[src/rtl/control_sequencer.sv]
`default_nettype none
// ============================================================================
// Module      : control_sequencer
// Description : Hardwired microstep controller for the single-bus datapath.
//               Three-step fetch followed by an opcode-dependent execute.
// Revision    : 1.0 - initial release
// ============================================================================
module control_sequencer (
    input  logic        clk,
    input  logic        reset,
    input  logic [31:0] IR_Data,
    output logic        PC_enable,
    output logic        PC_increment_enable,
    output logic        IR_enable,
    output logic        Y_enable,
    output logic        Z_enable,
    output logic        MAR_enable,
    output logic        MDR_enable,
    output logic        r_enable,
    output logic        con_enable,
    output logic        outport_enable,
    output logic        read,
    output logic        write,
    output logic        Gra,
    output logic        Grb,
    output logic        Grc,
    output logic        BAout,
    output logic        PC_select,
    output logic        Z_LO_select,
    output logic        MDR_select,
    output logic        c_select,
    output logic        r_select,
    output logic        inport_select,
    output logic [4:0]  alu_instruction,
    output logic        run,
    output logic        instr_done
);

    localparam logic [4:0] c_OP_LD   = 5'b00000;
    localparam logic [4:0] c_OP_LDI  = 5'b00001;
    localparam logic [4:0] c_OP_ST   = 5'b00010;
    localparam logic [4:0] c_OP_ADD  = 5'b00011;
    localparam logic [4:0] c_OP_SUB  = 5'b00100;
    localparam logic [4:0] c_OP_AND  = 5'b00101;
    localparam logic [4:0] c_OP_OR   = 5'b00110;
    localparam logic [4:0] c_OP_IN   = 5'b10110;
    localparam logic [4:0] c_OP_OUT  = 5'b10111;
    localparam logic [4:0] c_OP_HALT = 5'b11011;
    localparam logic [4:0] c_ALU_ADD = 5'b00011;

    typedef enum logic [3:0] {
        S_RST  = 4'd0,
        S_T0   = 4'd1,
        S_T1   = 4'd2,
        S_T2   = 4'd3,
        S_T3   = 4'd4,
        S_T4   = 4'd5,
        S_T5   = 4'd6,
        S_T6   = 4'd7,
        S_T7   = 4'd8,
        S_HALT = 4'd9
    } state_t;

    state_t     r_state;
    state_t     w_next;
    logic [4:0] w_opcode;
    logic       w_is_mem;
    logic       w_is_alu;
    logic       w_unused_ir;

    assign w_opcode    = IR_Data[31:27];
    assign w_unused_ir = &{1'b0, IR_Data[26:0]};
    assign w_is_mem    = (w_opcode == c_OP_LD) || (w_opcode == c_OP_LDI) || (w_opcode == c_OP_ST);
    assign w_is_alu    = (w_opcode == c_OP_ADD) || (w_opcode == c_OP_SUB) ||
                         (w_opcode == c_OP_AND) || (w_opcode == c_OP_OR);

    always_ff @(posedge clk or posedge reset) begin
        if (reset) r_state <= S_RST;
        else       r_state <= w_next;
    end

    always_comb begin
        w_next              = r_state;
        PC_enable           = 1'b0;
        PC_increment_enable = 1'b0;
        IR_enable           = 1'b0;
        Y_enable            = 1'b0;
        Z_enable            = 1'b0;
        MAR_enable          = 1'b0;
        MDR_enable          = 1'b0;
        r_enable            = 1'b0;
        con_enable          = 1'b0;
        outport_enable      = 1'b0;
        read                = 1'b0;
        write               = 1'b0;
        Gra                 = 1'b0;
        Grb                 = 1'b0;
        Grc                 = 1'b0;
        BAout               = 1'b0;
        PC_select           = 1'b0;
        Z_LO_select         = 1'b0;
        MDR_select          = 1'b0;
        c_select            = 1'b0;
        r_select            = 1'b0;
        inport_select       = 1'b0;
        alu_instruction     = 5'b00000;
        run                 = (r_state != S_RST) && (r_state != S_HALT);
        instr_done          = 1'b0;

        case (r_state)
            S_RST: w_next = S_T0;
            S_T0: begin
                PC_select  = 1'b1;
                MAR_enable = 1'b1;
                w_next     = S_T1;
            end
            S_T1: begin
                PC_increment_enable = 1'b1;
                read                = 1'b1;
                MDR_enable          = 1'b1;
                w_next              = S_T2;
            end
            S_T2: begin
                MDR_select = 1'b1;
                IR_enable  = 1'b1;
                w_next     = S_T3;
            end
            S_T3: begin
                w_next = S_T0;
                if (w_is_mem) begin
                    // Effective address base: R[rb], or 0 when rb is r0
                    Grb      = 1'b1;
                    BAout    = 1'b1;
                    Y_enable = 1'b1;
                    w_next   = S_T4;
                end else if (w_is_alu) begin
                    Grb      = 1'b1;
                    r_select = 1'b1;
                    Y_enable = 1'b1;
                    w_next   = S_T4;
                end else if (w_opcode == c_OP_IN) begin
                    inport_select = 1'b1;
                    Gra           = 1'b1;
                    r_enable      = 1'b1;
                    instr_done    = 1'b1;
                end else if (w_opcode == c_OP_OUT) begin
                    Gra            = 1'b1;
                    r_select       = 1'b1;
                    outport_enable = 1'b1;
                    instr_done     = 1'b1;
                end else if (w_opcode == c_OP_HALT) begin
                    instr_done = 1'b1;
                    w_next     = S_HALT;
                end else begin
                    instr_done = 1'b1;
                end
            end
            S_T4: begin
                w_next = S_T0;
                if (w_is_mem) begin
                    c_select        = 1'b1;
                    alu_instruction = c_ALU_ADD;
                    Z_enable        = 1'b1;
                    w_next          = S_T5;
                end else if (w_is_alu) begin
                    Grc             = 1'b1;
                    r_select        = 1'b1;
                    alu_instruction = w_opcode;
                    Z_enable        = 1'b1;
                    w_next          = S_T5;
                end
            end
            S_T5: begin
                w_next = S_T0;
                if ((w_opcode == c_OP_LD) || (w_opcode == c_OP_ST)) begin
                    Z_LO_select = 1'b1;
                    MAR_enable  = 1'b1;
                    w_next      = S_T6;
                end else if ((w_opcode == c_OP_LDI) || w_is_alu) begin
                    Z_LO_select = 1'b1;
                    Gra         = 1'b1;
                    r_enable    = 1'b1;
                    instr_done  = 1'b1;
                end
            end
            S_T6: begin
                w_next = S_T0;
                if (w_opcode == c_OP_LD) begin
                    read       = 1'b1;
                    MDR_enable = 1'b1;
                    w_next     = S_T7;
                end else if (w_opcode == c_OP_ST) begin
                    Gra        = 1'b1;
                    r_select   = 1'b1;
                    MDR_enable = 1'b1;
                    w_next     = S_T7;
                end
            end
            S_T7: begin
                w_next = S_T0;
                if (w_opcode == c_OP_LD) begin
                    MDR_select = 1'b1;
                    Gra        = 1'b1;
                    r_enable   = 1'b1;
                    instr_done = 1'b1;
                end else if (w_opcode == c_OP_ST) begin
                    write      = 1'b1;
                    instr_done = 1'b1;
                end
            end
            S_HALT:  w_next = S_HALT;
            default: w_next = S_RST;
        endcase
    end

endmodule
`default_nettype wire

[config.mk]
export PLATFORM = sky130hd
export DESIGN_NAME = control_sequencer
export DESIGN_NICKNAME = d
export VERILOG_FILES = /design/src/rtl/control_sequencer.sv
export SDC_FILE = /design/constraint.sdc
export NUM_CORES = 1
export LEC_CHECK = 0
export ABC_AREA = 1
export ABC_CLOCK_PERIOD_IN_PS = 1450
export BUFFER_PORTS_ARGS = -buffer_cell sky130_fd_sc_hd__buf_4
export CAP_MARGIN = 30
export CORE_MARGIN = 4
export CORE_UTILIZATION = 36
export CTS_CLUSTER_SIZE = 24
export DETAILED_ROUTE_END_ITERATION = 8
export GPL_TIMING_DRIVEN = 0
export PLACE_DENSITY = 0.88
export SETUP_SLACK_MARGIN = 0.15
export SYNTH_ARGS = -nofsm -noshare
export SYNTH_HDL_FRONTEND = slang
export SYNTH_SLANG_ARGS = --single-unit
[constraint.sdc]
create_clock -name clk -period 1.45 [get_ports clk]
set_input_delay 0.2175 -clock clk [delete_from_list [all_inputs] [get_ports clk]]
set_output_delay 0.2175 -clock clk [all_outputs]
set_load 0.1 [all_outputs]
==> results_dict.tcl, run 1 <==
set metrics [dict create \
    status "stopped before the end" \
    haltStage "4_1_cts" \
    firstError "[ERROR DPL-0033] detailed placement checks failed during check placement." \
    initial_core_util_pct 38.1 \
    dpl.hpwl_um 1810 \
    yosysSeqAreaShare_pct 15.1 \
    clock_path_buffers 2 \
    ys_ff_latch 4 \
    ioPinCount 63 \
    yosys_warnings 0 \
    cts_buffers 3 \
    row_count 15 \
    die_h_um 51.0 \
    postCtsSetupRepairBufs 17 \
    gp_congestion 0.863 \
    die_x_um 51.0 \
    port_buffers 31 \
    netlist_instances 112 \
    syn_area_um2 664 \
    place_inst 171 \
    htreeDepth 1 \
    ctsHoldBuffers 1 \
    cts_resized 93 \
    synth_cell_types 23 \
    cts.sinks 4 \
    syn_avg_cell_area_um2 5.93 \
    cts_root_buffer "clkbuf_4" \
]
## metrics by stage
step / cell area, µm² / setup WS [ns] / util [%]
after floorplan: 920 / -0.685 / -
after global placement: 1180 / -0.250 / 67.8
after detailed placement: 1180 / -0.273 / 67.8
## synth_stat cells, drive strengths merged
cell    number  area share (%)
buf          5             5.7
nand4        3             2.8
a31oi        1            0.94
nand3       15              14
bufinv       1             2.6
nor2        26              21
nor3         4             4.5
inv         23              13
dfrtp        4              15
o211ai       1             1.1
nand2       20              13
conb         1            0.56
or2          1            0.94
o21ai        6             4.5
a21oi        1            0.75
## cells by family after synthesis
group | count (synthesis) | synth area share [%]
AO/OA/AOI/OAI | 9 | 7.34
flip-flops | 4 | 15.1
other | 1 | 0.564
buffers and inverters | 29 | 21.3
AND/OR/NAND/NOR | 69 | 55.7
==> run 2: changes to the inputs <==
CORE_AREA = 4 4 65 67   (was not set)
CORE_MARGIN = not set   (was 4)
CORE_UTILIZATION = not set   (was 36)
CTS_CLUSTER_SIZE = not set   (was 24)
DIE_AREA = 0 0 69 71   (was not set)
PLACE_DENSITY = not set   (was 0.88)
PLACE_DENSITY_LB_ADDON = 0.15   (was not set)
SETUP_SLACK_MARGIN = not set   (was 0.15)
==> results_dict.tcl, run 2 <==
set metrics [dict create \
    syn_to_final_growth_pct 176 \
    num_vias 924 \
    grt-ovfl-total 0 \
    port_buffers 31 \
    synth_edf_count 0 \
    fin_crit_ns 1.82 \
    syn_avg_cell_area_um2 5.93 \
    p_leak_nw 0.784 \
    failed_checks "setup timing" \
    cellPowerDensity_mw_per_mm2 1740 \
    finalHoldViolations 0 \
    synth-async-reset-ratio_pct 100 \
    ioPinCount 63 \
    cts.sinks 4 \
    largestRegisters "r_state (4)" \
    yosysMostFrequentCell "nor2_1" \
    row_count 22 \
    via_per_inst 4.24 \
    fin_area_mm2 0.00183 \
    dominantRegCellSynth "dfrtp_1" \
    fmax_mhz 549 \
    critical-path-max-stage-delay_ns 0.44 \
    routed_wl_um 2670 \
    synth.largest_area_cell "dfrtp_1" \
    top_register "r_state" \
    rsz0062_at_grt "true" \
    yosys_warnings 0 \
    status "finished with violations" \
    syn_area_um2 664 \
    grt_use_total_pct 10.1 \
    largest_reg_flops 4 \
    cts_root_buffer "clkbuf_8" \
    synthTopCellsByArea "dfrtp_1, nor2_1, nand3_1" \
    end_kind "output port" \
    initial_core_util_pct 18.3 \
    place_inst 194 \
    core_mm2 0.00363 \
    path_cells "nor2_4 > inv_2 > nor2_4 > buf_12 > nand2_1 > nand3_4 > buf_12" \
    path_max_fanout 5 \
    grt_max_degree 9 \
    yosys.area.top_type_share_pct 15.1 \
    fin_nets 205 \
    insertion_delay_ns 0.22 \
    diodes 0 \
    synth_cell_types 23 \
    final_common_cell "buf_12" \
    wire_per_inst_um 12.3 \
    path_clk_slew_ns 0.03 \
    fin_util_pct 50.4 \
    cts_buffers 3 \
    timing.final.crit_share_pct 126 \
    grt_pass1_wl_um 4180 \
    crit_required_ns 1.23 \
    finalSetupViolCount 24 \
    die_x_um 69 \
    ys_ff_latch 4 \
    min-delay-path-class "primary input to flop" \
    finalClockSkew_ns 0.00778 \
    grt_pass1_vias 911 \
    clock_path_buffers 2 \
    die_h_um 71 \
    fin_cells 218 \
    drtAntennaViolNets 0 \
    dpl.hpwl_um 1970 \
    ir_drop_uv 629 \
    dr.first_iter.drc_count 26 \
    place_area_mm2 0.00121 \
    slowest_stage "dfrtp_2" \
    die_area_mm2 0.00490 \
    start_kind "flop" \
    htreeDepth 1 \
    final_cell_mix "buf_12, buf_4, nor2_4, nand2_1" \
    cp.arrival_ns 1.60 \
    netlist_instances 112 \
    maxCapViolCount 0 \
    worst_slack_ns -0.372 \
    drc 0 \
    gp_congestion 0.750 \
    cts_tree "yes" \
    drt-pass1-iter-count 4 \
    antenna_found_initial 0 \
    timing_worst_setup_path_type "flop to output port" \
    synth_common_cells "nor2_1, inv_1, nand2_1, nand3_1, inv_2" \
    slew_violations 0 \
    yosysSeqAreaShare_pct 15.1 \
    drive_above_1_share_pct 71.2 \
]
## run 2: worst paths after layout
path / startpoint / endpoint / slack (ns) / cells after the start
max in group asynchronous: reset / r_state[3] / 0.84 / 3
hold / removal: IR_Data[31] / r_state[3] / 0.31 / 3
setup reg to reg: r_state[2] / r_state[1] / 0.05 / 9
setup / recovery: r_state[3] / instr_done / -0.37 / 7
min in group asynchronous: reset / r_state[2] / 0.44 / 3
hold reg to reg: r_state[3] / r_state[0] / 0.64 / 2
## run 2: per-stage QoR
step                hold slack (ns)  power (mW)  setup slack (ns)  TNS (ns)
finish                        0.308        3.19            -0.372     -7.11
global route                  0.338        3.32            -0.430     -8.62
CTS                           0.308        2.90            -0.379     -6.27
detailed placement            0.114        2.15            -0.277     -3.80
global placement              0.108        2.14            -0.269     -3.64
floorplan                   -0.0165        1.83            -0.685     -6.64
## run 2: worst max-delay path: cells and delay by family (launching register included)
kind,cells,cell delay (ns)
DFF,1,0.44
buffers and inverters,3,0.39
and+or+nand+nor,4,0.56
## run 2: power breakdown
| part | leakage (nW) | internal [mW] | switching (mW) |
|---|---|---|---|
| registers | 0.0471 | 0.158 | 0.0659 |
| logic | 0.714 | 0.994 | 1.72 |
| clock network | 0.0228 | 0.188 | 0.0627 |
## run 2: what timing repair did
action,CTS,global route
cloned,0,0
endpoints found under the hold margin,4,0
setup endpoints to repair,25,25
buffers inserted,8,11
gates resized for setup,81,21
pin swaps,7,4
hold buffers,1,0
## run 2: per-layer routing
| layer | vias to the layer above | track usage, % | wire length (µm) |
|---|---|---|---|
| li1 | 463 | - | - |
| met1 | 434 | 12.8 | 1110 |
| met2 | 25 | 18.3 | 1460 |
| met3 | 2 | 1.85 | 94 |
| met4 | 0 | 1.30 | 8 |
| met5 | - | 0 | 0 |
## run 2: cell type report
type                       instances  area (µm²)
fill                             356        1800
timing repair buffer              51         732
multi-input combinational         82         716
inverter                          24         126
sequential                         4         104
tap                               48        60.1
buffer                             5        50.0
clock buffer                       4        45.0
## run 2: logic make-up after synthesis
group,count (synthesis),synth area share [%]
flops,4,15.1
buf+inv,29,21.3
simple gates,69,55.7
other cells,1,0.564
compound gates,9,7.34
No activity file was read; power rests on OpenSTA's default activity.
